$ cat config.mk
export PLATFORM = sky130hd
export DESIGN_NAME = ad7606_ctrl
export DESIGN_NICKNAME = d
export VERILOG_FILES = /design/src/rtl/ad7606_pkg.sv /design/src/rtl/ad7606_ctrl_sync2.sv /design/src/rtl/ad7606_ctrl.sv
export SDC_FILE = /design/constraint.sdc
export NUM_CORES = 1
export LEC_CHECK = 0
export CAP_MARGIN = 40
export CELL_PAD_IN_SITES_DETAIL_PLACEMENT = 0
export CELL_PAD_IN_SITES_GLOBAL_PLACEMENT = 2
export CORE_MARGIN = 1.5
export CORE_UTILIZATION = 34
export DETAILED_ROUTE_END_ITERATION = 16
export PLACE_DENSITY_LB_ADDON = 0.05
export SLEW_MARGIN = 15
export SYNTH_ARGS = -nofsm -noshare
export SYNTH_HDL_FRONTEND = slang
export SYNTH_SLANG_ARGS = --single-unit
$ cat constraint.sdc
create_clock -name clk_i -period 2.75 [get_ports clk_i]
set_input_delay 0.825 -clock clk_i [delete_from_list [all_inputs] [get_ports clk_i]]
set_output_delay 0.825 -clock clk_i [all_outputs]
set_load 0.02 [all_outputs]
$ cat src/rtl/ad7606_pkg.sv
// ad7606_pkg: shared state encoding, channel count, OS codes and
// default timing for the AD7606 parallel-mode host controller.
package ad7606_pkg;

  typedef enum logic [2:0] {
    IDLE,
    CONV,
    WAIT_HI,
    WAIT_LO,
    RD_LO,
    RD_HI,
    ABORT
  } state_t;

  localparam int NCHAN = 8;

  localparam logic [2:0] OS_NONE = 3'b000;
  localparam logic [2:0] OS_X2   = 3'b001;
  localparam logic [2:0] OS_X4   = 3'b010;
  localparam logic [2:0] OS_X8   = 3'b011;
  localparam logic [2:0] OS_X16  = 3'b100;
  localparam logic [2:0] OS_X32  = 3'b101;
  localparam logic [2:0] OS_X64  = 3'b110;

  localparam int CONVST_LO_DEF = 4;
  localparam int RD_LO_DEF     = 3;
  localparam int RD_HI_DEF     = 2;
  localparam int BUSY_TO_DEF   = 40000;

endpackage

$ cat src/rtl/ad7606_ctrl_sync2.sv
// sync2: generic two-flop synchronizer for asynchronous inputs.
// Resets to zero.
module sync2 #(
  parameter int W = 1
) (
  input  logic         clk_i,
  input  logic         reset_i,
  input  logic [W-1:0] d_i,
  output logic [W-1:0] q_o
);

  logic [W-1:0] r_s1;
  logic [W-1:0] r_s2;

  always_ff @(posedge clk_i or posedge reset_i) begin
    if (reset_i) begin
      r_s1 <= '0;
      r_s2 <= '0;
    end else begin
      r_s1 <= d_i;
      r_s2 <= r_s1;
    end
  end

  assign q_o = r_s2;

endmodule

$ cat src/rtl/ad7606_ctrl.sv
// ad7606_ctrl: AD7606 parallel-mode host controller (CONVST/BUSY/CS/RD).
// Define AD7606_CTRL_FRSTDATA_CHK_EN to flag frames with FRSTDATA errors.
module ad7606_ctrl
  import ad7606_pkg::*;
#(
  parameter int CONVST_LO_CYC = CONVST_LO_DEF,
  parameter int RD_LO_CYC     = RD_LO_DEF,
  parameter int RD_HI_CYC     = RD_HI_DEF,
  parameter int BUSY_TO_CYC   = BUSY_TO_DEF
) (
  input  logic        clk_i,
  input  logic        reset_i,
  input  logic        start_i,
  input  logic [2:0]  os_cfg_i,
  output logic [2:0]  os_o,
  output logic        convst_o,
  output logic        cs_o,
  output logic        rd_o,
  input  logic        busy_i,
  input  logic        frstdata_i,
  input  logic [15:0] db_i,
  output logic [15:0] data_o,
  output logic [2:0]  chan_o,
  output logic        valid_o,
  output logic        done_o,
  output logic        err_o,
  output logic        idle_o
);

  logic        w_busy_s;
  state_t      r_state, w_state_nxt;
  logic [31:0] r_cnt;
  logic [2:0]  r_chan, w_chan;
  logic        r_cap, w_cap;
  logic        r_ferr, w_ferr;
  logic        r_convst, w_convst;
  logic        r_cs, w_cs;
  logic        r_rd, w_rd;
  logic [2:0]  r_os, w_os;
  logic [15:0] r_data, w_data;
  logic [2:0]  r_chan_o, w_chan_o;
  logic        r_valid;
  logic        r_done, w_done;
  logic        r_err, w_err;
  logic        w_conv_end, w_lo_end;
  logic        w_hi_end, w_to, w_last;

  sync2 #(.W(1)) u_busy_sync (
    .clk_i   (clk_i),
    .reset_i (reset_i),
    .d_i     (busy_i),
    .q_o     (w_busy_s)
  );

  assign w_conv_end = r_cnt == 32'(CONVST_LO_CYC - 1);
  assign w_lo_end   = r_cnt == 32'(RD_LO_CYC - 1);
  assign w_hi_end   = r_cnt == 32'(RD_HI_CYC - 1);
  assign w_to       = r_cnt == 32'(BUSY_TO_CYC - 1);
  assign w_last     = r_chan == 3'(NCHAN - 1);

  always_ff @(posedge clk_i or posedge reset_i) begin
    if (reset_i) begin
      r_state  <= IDLE;
      r_cnt    <= '0;
      r_chan   <= '0;
      r_cap    <= 1'b0;
      r_ferr   <= 1'b0;
      r_convst <= 1'b1;
      r_cs     <= 1'b1;
      r_rd     <= 1'b1;
      r_os     <= OS_NONE;
      r_data   <= '0;
      r_chan_o <= '0;
      r_valid  <= 1'b0;
      r_done   <= 1'b0;
      r_err    <= 1'b0;
    end else begin
      r_state <= w_state_nxt;
      // cleared on every state entry, saturates otherwise
      if (w_state_nxt != r_state)
        r_cnt <= '0;
      else if (r_cnt != '1)
        r_cnt <= r_cnt + 32'd1;
      r_chan   <= w_chan;
      r_cap    <= w_cap;
      r_ferr   <= w_ferr;
      r_convst <= w_convst;
      r_cs     <= w_cs;
      r_rd     <= w_rd;
      r_os     <= w_os;
      r_data   <= w_data;
      r_chan_o <= w_chan_o;
      r_valid  <= r_cap;
      r_done   <= w_done;
      r_err    <= w_err;
    end
  end

  always_comb begin
    w_state_nxt = r_state;
    unique case (r_state)
      IDLE:    if (start_i) w_state_nxt = CONV;
      CONV:    if (w_conv_end) w_state_nxt = WAIT_HI;
      WAIT_HI: begin
        if (w_busy_s) w_state_nxt = WAIT_LO;
        else if (w_to) w_state_nxt = ABORT;
      end
      WAIT_LO: begin
        if (!w_busy_s) w_state_nxt = RD_LO;
        else if (w_to) w_state_nxt = ABORT;
      end
      RD_LO:   if (w_lo_end) w_state_nxt = RD_HI;
      RD_HI: begin
        if (w_hi_end) w_state_nxt = w_last ? IDLE : RD_LO;
      end
      ABORT:   w_state_nxt = IDLE;
      default: w_state_nxt = IDLE;
    endcase
  end

  always_comb begin
    w_convst = r_convst;
    w_cs     = r_cs;
    w_rd     = r_rd;
    w_os     = r_os;
    w_data   = r_data;
    w_chan_o = r_chan_o;
    w_chan   = r_chan;
    w_ferr   = r_ferr;
    w_cap    = 1'b0;
    w_done   = 1'b0;
    w_err    = 1'b0;
    unique case (r_state)
      IDLE: begin
        if (start_i) begin
          w_os     = os_cfg_i;
          w_convst = 1'b0;
          w_ferr   = 1'b0;
        end
      end
      CONV: if (w_conv_end) w_convst = 1'b1;
      WAIT_HI: ;
      WAIT_LO: begin
        if (!w_busy_s) begin
          w_cs   = 1'b0;
          w_rd   = 1'b0;
          w_chan = '0;
        end
      end
      RD_LO: begin
        if (w_lo_end) begin
          w_data   = db_i;
          w_chan_o = r_chan;
          w_rd     = 1'b1;
          w_cap    = 1'b1;
`ifdef AD7606_CTRL_FRSTDATA_CHK_EN
          if (frstdata_i != (r_chan == 3'd0))
            w_ferr = 1'b1;
`endif
        end
      end
      RD_HI: begin
        if (w_hi_end) begin
          if (w_last) begin
            w_cs   = 1'b1;
            w_done = !r_ferr;
            w_err  = r_ferr;
          end else begin
            w_chan = r_chan + 3'd1;
            w_rd   = 1'b0;
          end
        end
      end
      ABORT: begin
        w_cs     = 1'b1;
        w_rd     = 1'b1;
        w_convst = 1'b1;
        w_err    = 1'b1;
      end
      default: ;
    endcase
  end

`ifdef AD7606_CTRL_FRSTDATA_CHK_EN
`else
  logic w_unused_fd;
  assign w_unused_fd = frstdata_i;
`endif

  assign os_o     = r_os;
  assign convst_o = r_convst;
  assign cs_o     = r_cs;
  assign rd_o     = r_rd;
  assign data_o   = r_data;
  assign chan_o   = r_chan_o;
  assign valid_o  = r_valid;
  assign done_o   = r_done;
  assign err_o    = r_err;
  assign idle_o   = r_state == IDLE;

endmodule

==> impl_metrics.csv, run 1 <==
group,metric,value,unit
synth,yosysMostFrequentCell,"nand2_1",
grt,grt_pass1_wl,14500,um
die,dieArea,10900,um^2
sta,setup_ws,160,ps
sta,maxSlewViolCount,0,
sta,finalHoldViolations,0,
cts,clkTransAtPathRegs,80,ps
sta,max_clock_freq,386,MHz
synth,synth_seq_cells,69,
synth,yosysWarnings,0,
placed_design,pre_cts_ws,143,ps
worst_hold_path,hold_path_class,"flop to flop",
placed_design,place_hpwl,5780,um
cts,clockBufferDepth,2,
setup_path,critPathMaxFanout,12,
setup_path,crit_required,1930,ps
setup_path,worst-path-buf-inv,1,
synth,synth_area_leader_cell,"dfrtp_1",
cells_and_area,drive_gt1_frac,0.129,
run,max_cap_viol_count,0,
synth,netlist_instances,371,
placed_design,gp_congestion,0.791,
sta,final.setup.tns,0,ps
synth,synth_area_leaders,"dfrtp_1, nand2_1, xor2_1, nor2_1, nand3_1",
sta,relSlewSlack,0.607,
cts,clockRootBuffer,"clkbuf_8",
synth,synth_area,3510,um^2
cells_and_area,area_growth,27.0,%
setup_path,cp_slowest_cell,"clkdlybuf4s50_1",
die,chipHeight,105,um
synth,synth.distinct_cells,57,
grt,grt_max_degree,42,
cts,cts_setup_buffers,0,
sta,fin_skew,14.4,ps
cts,clock_latency,350,ps
sta,tightestPinTransition,585,ps
pwr,p_leak,0.00198,uW
detailed_routing,ant_nets,0,
detailed_routing,drt_first_pass_iters,4,
detailed_routing,wl_per_cell,14.9,um
pwr,powerDensity,859,nW/um^2
synth,synth_area_per_cell,9.47,um^2
detailed_routing,drc,0,
status,outcome,"finished clean",
cells_and_area,antenna_cells,0,
detailed_routing,wl,8470,um
die,ios,53,
detailed_routing,initialDrtViolationCount,84,
sta,rsz0062_at_grt,"false",
die,die_w,105,um
die,core,9910,um^2
setup_path,cp.arrival,1770,ps
sta,post-route-period-util,0.942,
grt,grt_overflow_total,0,
grt,grt_pass1_vias,2785,
die,num_rows,36,
detailed_routing,via_count,2820,
cts,cts_tree,"done",
cts,cts_buffers,9,
cts,htreeDepth,3,
synth,ys_async_sr_fraction,1.00,
cts,clock_sinks,69,
setup_path,cp_cell_sequence,"nor3_1 > clkdlybuf4s50_1",
setup_path,critPathMaxStageDelay,660,ps
setup_path,startpoint_type,"flop",
placed_design,io_buffers,51,
setup_path,crit_family,"buffers and inverters",
detailed_routing,vias_per_cell,4.97,
sta,setup_viol,0,
synth,syn_nets,400,
die,initial_core_util,0.354,
synth,yosysSeqAreaShare,0.493,
cells_and_area,layout.nets,458,
synth,yosys.area.top_type_share,0.470,
synth,synth_edf_count,0,
sta,fin_crit,2590,ps
pwr,peakVddDrop,0.000329,V
grt,grt_usage,0.165,
cells_and_area,nFillCells,1025,
grt,antenna_found_initial,0,
synth,synthTopCellsByCount,"nand2_1, dfrtp_1, nor2_1",
setup_path,endpoint_kind,"output port",
synth,synthFlopType,"dfrtp_1",
setup_path,path_class,"flop to output port",
==> sequential cells by signal, summed over array words and instances (netlist names) <==
| name | count |
|---|---|
| cs_o | 1 |
| chan_o | 3 |
| data_o | 16 |
| done_o | 1 |
| u_busy_sync.q_o | 1 |
| os_o | 3 |
| err_o | 1 |
| u_busy_sync.r_s1 | 1 |
| r_cnt | 32 |
| convst_o | 1 |
| r_cap | 1 |
| r_chan | 3 |
| rd_o | 1 |
| valid_o | 1 |
| r_state | 3 |
==> cells by family (layout without fill, tap and decap cells) <==
| family | count (synthesis) | after routing | share of synthesized area |
|---|---|---|---|
| fa+ha+maj | 5 | 5 | 0.0178 |
| simple gates | 204 | 204 | 0.297 |
| buf+inv | 25 | 88 | 0.0385 |
| compound gates | 34 | 34 | 0.0634 |
| flops | 69 | 69 | 0.493 |
| mux | 8 | 8 | 0.0253 |
| xor+xnor | 26 | 26 | 0.0648 |
==> worst paths after layout <==
kind / start / to / slack [ps] / depth (start not counted)
setup reg to reg: r_cnt[0] / r_cnt[1] / 330 / 7
max in group asynchronous: reset_i / rd_o / 1620 / 3
min in group asynchronous: reset_i / r_cnt[5] / 840 / 3
hold / removal: u_busy_sync.r_s1 / u_busy_sync.q_o / 350 / 0
hold reg to reg: u_busy_sync.r_s1 / u_busy_sync.q_o / 350 / 0
setup / recovery: r_state[2] / idle_o / 160 / 2
==> area by class of cell <==
class,count,area (um^2),share of cell area
timing repair buffer,64,646,0.145
multi-input combinational,277,1660,0.372
sequential,69,1730,0.388
tap,133,166,0.0373
clock inverter,7,105,0.0236
clock buffer,9,124,0.0278
inverter,8,30.0,0.00673
==> cell usage in the layout, fill, tap and decap left out, types with 3 or more instances in the layout <==
master,n
and3_1,4
dfstp_2,3
nand2b_1,3
nand4_1,12
nor4_2,6
nand2_1,79
or3_1,3
ha_1,5
xor2_1,22
nor2b_1,3
xnor2_1,4
buf_4,10
and4_1,5
nand3_1,20
a21oi_1,10
inv_1,7
nor4_1,4
dfrtp_1,66
mux2_2,6
buf_12,3
clkbuf_8,9
o21ai_0,6
nor2_1,43
clkdlybuf4s50_1,51
==> layer usage <==
metal | GRT usage | wire length, um | vias to the layer above | share of wire
met5 | 0 | 0 | - | 0
li1 | - | - | 1396 | -
met3 | 0.0281 | 251 | 11 | 0.030
met4 | 0.0587 | 127 | 0 | 0.015
met2 | 0.273 | 4100 | 46 | 0.48
met1 | 0.219 | 3990 | 1367 | 0.47
==> power by group <==
part	internal, uW	switching [uW]	total, uW	leakage (uW)
registers	1250	139	1390	0.000900
logic	643	841	1480	0.000964
clock network	525	434	959	0.000112
total	2420	1410	3830	0.00198
==> per-stage QoR <==
step | std cells | power, uW | cell area (um^2) | util | hold slack (ps)
floorplan | 371 | 2310 | 3510 | - | 331
global placement | 551 | 2900 | 4230 | 0.426 | 332
detailed placement | 551 | 2920 | 4230 | 0.426 | 336
CTS | 567 | 3900 | 4450 | 0.449 | 356
global route | 567 | 4100 | 4460 | 0.450 | 375
finish | 567 | 3830 | 4460 | 0.450 | 352
==> what timing repair did <==
item / in CTS / in global routing
hold buffers: 0 / 0
resized for setup: 0 / 1
endpoints found under the setup margin: 0 / 1
Note: power is estimated with default switching activity, not from simulation.
==> run 2, diff against run 1 <==
--- a/config.mk
+++ b/config.mk
@@ -5,6 +5,7 @@
 export SDC_FILE = /design/constraint.sdc
 export NUM_CORES = 1
 export LEC_CHECK = 0
+export ABC_AREA = 0
 export CAP_MARGIN = 40
 export CELL_PAD_IN_SITES_DETAIL_PLACEMENT = 0
 export CELL_PAD_IN_SITES_GLOBAL_PLACEMENT = 2
@@ -12,7 +13,7 @@
 export CORE_UTILIZATION = 34
 export DETAILED_ROUTE_END_ITERATION = 16
 export PLACE_DENSITY_LB_ADDON = 0.05
-export SLEW_MARGIN = 15
+export SLEW_MARGIN = 0
 export SYNTH_ARGS = -nofsm -noshare
 export SYNTH_HDL_FRONTEND = slang
 export SYNTH_SLANG_ARGS = --single-unit
==> results of run 2 <==
No change in the layout: final DEF, timing and power equal those of run 1.
==> run 3, diff against run 2 <==
--- a/config.mk
+++ b/config.mk
@@ -13,7 +13,9 @@
 export CORE_UTILIZATION = 34
 export DETAILED_ROUTE_END_ITERATION = 16
 export PLACE_DENSITY_LB_ADDON = 0.05
+export SETUP_SLACK_MARGIN = 0.3
 export SLEW_MARGIN = 0
 export SYNTH_ARGS = -nofsm -noshare
 export SYNTH_HDL_FRONTEND = slang
+export SYNTH_HIERARCHICAL = 1
 export SYNTH_SLANG_ARGS = --single-unit
==> impl_metrics.csv, run 3 <==
group,metric,value,unit
synth,synthAdderAreaFrac,0.0182,
cts,clkTransAtPathRegs,80,ps
sta,fin_skew,10.9,ps
cts,hold_buffers,0,
die,num_rows,36,
synth,yosys.area_share.simple,0.242,
synth,synth_area_per_cell,10.5,um^2
grt,grt_usage,0.165,
sta,rsz0062_at_grt,"true",
cts,clockBufferDepth,2,
sta,setup_viol,0,
detailed_routing,wl_per_cell,16.3,um
synth,synth_compound_area_frac,0.0433,
placed_design,io_buffers,51,
sta,final.setup.tns,0,ps
cells_and_area,mostFrequentLayoutCell,"dfrtp_1",
detailed_routing,drt_first_pass_iters,4,
synth,synthFlopType,"dfrtp_1",
setup_path,cp_slowest_cell,"or4_4",
setup_path,startpoint_type,"flop",
sta,post-route-period-util,0.879,
pwr,powerDensity,907,nW/um^2
die,die_w,104,um
cells_and_area,largest_reg_flops,32,
grt,grt_max_degree,68,
synth,netlist_instances,326,
detailed_routing,drc,0,
synth,synth.distinct_cells,39,
status,outcome,"finished clean",
synth,synth_area,3440,um^2
synth,yosysSeqAreaShare,0.504,
grt,grt_overflow_total,0,
cells_and_area,antenna_cells,0,
grt,grt_pass1_vias,2688,
cts,cts_buffers,9,
sta,whs,357,ps
cts,cts_tree,"done",
pwr,peakVddDrop,0.000459,V
cells_and_area,layout.nets,425,
synth,synth_area_leaders,"dfrtp_1, mux2_2, nor3_1, xnor2_1, xor2_1",
synth,synth_top_family_by_area,"simple AND/OR/NAND/NOR gates",
grt,antenna_found_initial,0,
sta,maxSlewViolCount,0,
grt,grt_pass1_wl,14100,um
die,dieArea,10700,um^2
synth,yosysWarnings,6,
detailed_routing,ant_nets,0,
setup_path,cp_cell_sequence,"or4_4 > nor3_4 > nand4_1 > a311oi_2 > mux2i_2 > buf_6 > buf_6 > nor3_1",
cells_and_area,final_cell_mix,"dfrtp_1, clkdlybuf4s50_1, nor3_1, mux2_2, nand2_1",
die,core,9770,um^2
synth,yosysMostFrequentCell,"dfrtp_1",
pwr,p_leak,0.00189,uW
sta,max_clock_freq,414,MHz
cells_and_area,regMostFlops,"r_cnt",
die,chipHeight,104,um
sta,relSlewSlack,0.557,
detailed_routing,vias_per_cell,5.12,
cts,clockRootBuffer,"clkbuf_8",
setup_path,critPathMaxStageDelay,570,ps
setup_path,critPathMaxFanout,8,
cells_and_area,drive_gt1_frac,0.212,
setup_path,crit_required,2980,ps
cells_and_area,nFillCells,938,
sta,finalHoldViolations,0,
synth,synth_edf_count,0,
placed_design,gp_congestion,0.760,
die,ios,53,
detailed_routing,wl,8710,um
synth,synthTopCellsByCount,"dfrtp_1, nor3_1, mux2_2",
detailed_routing,via_count,2732,
setup_path,path_common_cell,"buf_6",
setup_path,cp.arrival,2650,ps
placed_design,place_hpwl,5550,um
cts,clock_latency,350,ps
synth,synthXorXnorAreaFrac,0.0765,
synth,syn_nets,355,
synth,ys_async_sr_fraction,1.00,
synth,synthMuxAreaShare,0.0885,
synth,synth_seq_cells,69,
cts,htreeDepth,3,
synth,yosys.area.top_type_share,0.481,
run,max_cap_viol_count,0,
synth,synth_area_leader_cell,"dfrtp_1",
setup_path,endpoint_kind,"flop",
worst_hold_path,hold_path_class,"flop to flop",
setup_path,path_class,"flop to flop",
cts,clock_sinks,69,
die,initial_core_util,0.352,
detailed_routing,initialDrtViolationCount,140,
sta,tightestPinTransition,660,ps
sta,fin_crit,2420,ps
cells_and_area,area_growth,35.0,%
[run 3: changes by cell type after synthesis, sizes merged, moves of 3 or more]
cell / before / now
nand2: 80 / 21
nor3: 3 / 47
nor2: 43 / 12
mux2: 7 / 24
xnor2: 4 / 19
xor2: 22 / 11
nand3: 21 / 15
a21oi: 11 / 6
buf: 10 / 6
or3: 4 / 0
nor4: 11 / 14
[run 3: through the flow]
step / area, um^2 / setup slack, ps / instances / total power, uW / util
2_1_floorplan: 3440 / 459 / 326 / 2390 / -
3_3_place_gp: 4190 / 209 / 509 / 3020 / 0.429
3_5_place_dp: 4190 / 188 / 509 / 3040 / 0.429
4_1_cts: 4450 / 334 / 526 / 4090 / 0.455
5_1_grt: 4640 / 250 / 534 / 4460 / 0.474
6_report: 4640 / 333 / 534 / 4210 / 0.474
[run 3: logic make-up (layout without fill, tap and decap cells)]
kind of cell	after synthesis	after routing
AOI/OAI and AO/OA	23	23
xor gates and xnor gates	30	30
adders and majority gates	5	5
buffers and inverters	22	97
DFF	69	69
muxes	27	27
and+or+nand+nor	150	150
[run 3: what timing repair did]
| action | CTS | global route |
|---|---|---|
| gates resized for setup | 4 | 16 |
| hold endpoints to repair | 0 | 0 |
| cloned | 0 | 3 |
| setup buffers | 1 | 5 |
| pin swaps | 2 | 2 |
| setup endpoints to repair | 51 | 54 |
[run 3: critical path: cells and delay by family, from the launching register on]
family	cells	cell delay, ps
flip-flops	1	420
AND/OR/NAND/NOR	4	930
AO/OA/AOI/OAI	1	360
buffers and inverters	2	340
multiplexers	1	260
[run 3: per-layer routing]
layer  track usage  wire length [um]  vias up
met5             0                 0        -
met3        0.0554               440        8
met2         0.245              3870       53
li1              -                 -     1315
met1         0.232              4310     1356
met4        0.0417                86        0
[run 3: final timing paths]
| kind | end | depth (start not counted) | startpoint | slack (ps) |
|---|---|---|---|---|
| max reg2reg | r_cnt[3] | 8 | r_cnt[18] | 330 |
| min reg2reg | u_busy_sync/q_o | 0 | u_busy_sync/r_s1 | 360 |
| min | u_busy_sync/q_o | 0 | u_busy_sync/r_s1 | 360 |
| max in group asynchronous | rd_o | 3 | reset_i | 1460 |
| min in group asynchronous | u_busy_sync/r_s1 | 2 | reset_i | 700 |
| max | r_cnt[3] | 8 | r_cnt[18] | 330 |
[run 3: area by class of cell]
class | instances | area, um^2 | share of cell area
multi-input cells | 235 | 1720 | 0.370
flip-flops and latches | 69 | 1730 | 0.373
clock buffers | 12 | 145 | 0.0313
inverters | 9 | 37.5 | 0.00809
well taps | 133 | 166 | 0.0359
clock inverters | 4 | 95.1 | 0.0205
repair buffers | 72 | 747 | 0.161
[run 3: power by group]
group / leakage [uW] / switching [uW] / total (uW) / internal (uW)
combinational: 0.000880 / 869 / 1740 / 874
sequential: 0.000890 / 165 / 1450 / 1280
clock: 0.000121 / 391 / 1020 / 627
==> variant: new RTL, settings of run 2 <==
Build with the macro `AD7606_CTRL_FRSTDATA_CHK_EN` defined.
--- a/src/rtl/ad7606_ctrl.sv
+++ b/src/rtl/ad7606_ctrl.sv
@@ -2,2 +2,4 @@
 // Define AD7606_CTRL_FRSTDATA_CHK_EN to flag frames with FRSTDATA errors.
+`define AD7606_CTRL_FRSTDATA_CHK_EN
+
 module ad7606_ctrl
Formal check against the unedited RTL: no difference found for any inputs over 10 cycles, from zero or initial values and one cycle with reset_i high; that may be too few to reach the edited logic, so the function may still have changed.
==> variant against run 2 <==
Utilization down 0.92 points; die area up 4.6%; sequential cell count up 1; setup slack better by 0.15 ns; final area up 3.0%; area after synthesis up 4.7%; routed wire length up 5.9%; first-iteration DRC count down 1.2%; critical endpoint unchanged; highest routed layer unchanged.
Power is not compared: it rests on default switching activity, and its combinational part moved more than twofold at a synthesized area within 25%.
==> variant: results (changes against run 2) <==
----------------------------------------------------
[Synth]
  Share of synthesized area occupied by flip-flops and latches ... 47.7% (-1.5 points)
  Number of unique standard cell types used by synthesis ... 50 (-12%)
  Top area cells in the synthesized netlist ... dfrtp_1 46%, mux2_2 6.7%, xnor2_1 4.5%
  Synth Instances ... 350 (-5.7%)
  Number of nets produced by synthesis ... 380 (-5.0%)
  Top cells by instance count after synthesis ... 67 x dfrtp_1, 31 x nor3_1, 24 x nand2_1, 22 x mux2_2, 19 x xnor2_1

[Cells and area]
  Share of cells above drive strength 1 ... 19.0% (+6.1 points)
  Number of fillers in the final layout ... 1028 (+0.29%)
  Layout Nets ... 440 (-3.9%)

[Clocking]
  Number of buffers created by CTS ... 9 (unchanged)
  Clock sink total ... 70 (+1.4%)
  Skew-Pair Late Insertion Delay ... 0.37 ns (+0.02 ns)

[Place]
  Placed wire-length estimate after detailed placement ... 6.11 mm (+5.7%)
  Place WS ... 0.209 ns (+0.0660 ns)
  Cell Count Post-Placement ... 535 (-2.9%)
  Routability-driven placement congestion ratio ... 0.760 (-4.0%)
  Buffers on Ports ... 52 (+2.0%)
  Placed Area ... 4420 µm² (+4.7%)

[Global routing]
  Pin count of the biggest net entering global routing ... 71 (+69%)
  Wire length of the first global-routing pass ... 14.9 mm (+3.0%)
  Overall Global Routing Usage ... 17.1% (+0.58 points)
  Antenna violations before repair ... 0 (unchanged)
  Number of global-route vias before repair ... 2872 (+3.1%)

[Critical path]
  Worst EP arrival ... 1.61 ns (-0.16 ns)
  Worst-path maximum fanout ... 2 (-10)

[Drt]
  Via total after detailed routing ... 2852 (+1.1%)
  Iteration-0 DRC Markers ... 83 (-1.2%)
  Average vias per placed instance ... 5.18 (+4.1%)
  1st-pass router iterations ... 4 (unchanged)
  Wire length per cell after detailed routing ... 16.3 µm (+8.9%)

[Power]
  Proportion of total power due to net switching ... 31.0%

[Hold path]
  Type of the worst min-delay path ... reg2reg

[Status]
  Result of the run ... finished clean

[STA]
  Slew at the pin closest to its max-slew limit ... 0.640 ns (+0.0558 ns)
  Worst clock skew ... 0.00897 ns (-0.00544 ns)

----------------------------------------------------
variant: changes by cell type after synthesis, sizes merged, moves of 5 or more:
cell / run 2 / this run
nor2: 43 / 15
and3: 4 / 10
a21oi: 11 / 6
and2: 1 / 6
xnor2: 4 / 19
inv: 8 / 14
xor2: 22 / 9
nand2: 80 / 24
mux2: 7 / 22
nor3: 3 / 43
variant: path summary, 6_finish.rpt:
check,from,endpoint,slack [ns],cells past startpoint
min in group asynchronous,reset_i,r_cnt[30],0.86,3
min,r_cap,valid_o,0.35,0
max,r_state[1],idle_o,0.31,2
max in group asynchronous,reset_i,cs_o,1.55,3
min reg2reg,r_cap,valid_o,0.35,0
max reg2reg,r_cnt[6],r_cnt[13],0.37,7
variant: power by group through the flow:
stage	Sequential (W)	Clock, W	Combinational, W
floorplan	0.00124	0	0.000262
global placement	0.00128	0	0.000347
detailed placement	0.00128	0	0.000357
CTS	0.00126	0.000787	0.000360
global route	0.00128	0.000826	0.000405
finish	0.00126	0.000736	0.000353
variant: routing by layer:
metal | GRT usage, % | part of all wire, % | up-vias
met5 | 0 | 0 | -
met4 | 9.05 | 2.3 | 0
met3 | 3.95 | 3.1 | 12
met2 | 26.9 | 49 | 43
met1 | 21.9 | 46 | 1418
li1 | - | - | 1379
variant: cells by family after synthesis:
family	share of synthesized area, %
simple gates	25.7
flops	47.7
compound gates	6.36
buf+inv	3.95
xor+xnor	6.67
mux	7.55
fa+ha+maj	2.04
variant: layout make-up:
cell class,count,area [µm²],share of cell area (%)
flip-flops and latches,70,1760,38.2
repair buffers,66,663,14.4
clock inverters,6,40.0,0.872
inverters,14,52.6,1.14
clock buffers,10,128,2.78
well taps,136,170,3.71
multi-input cells,249,1780,38.8
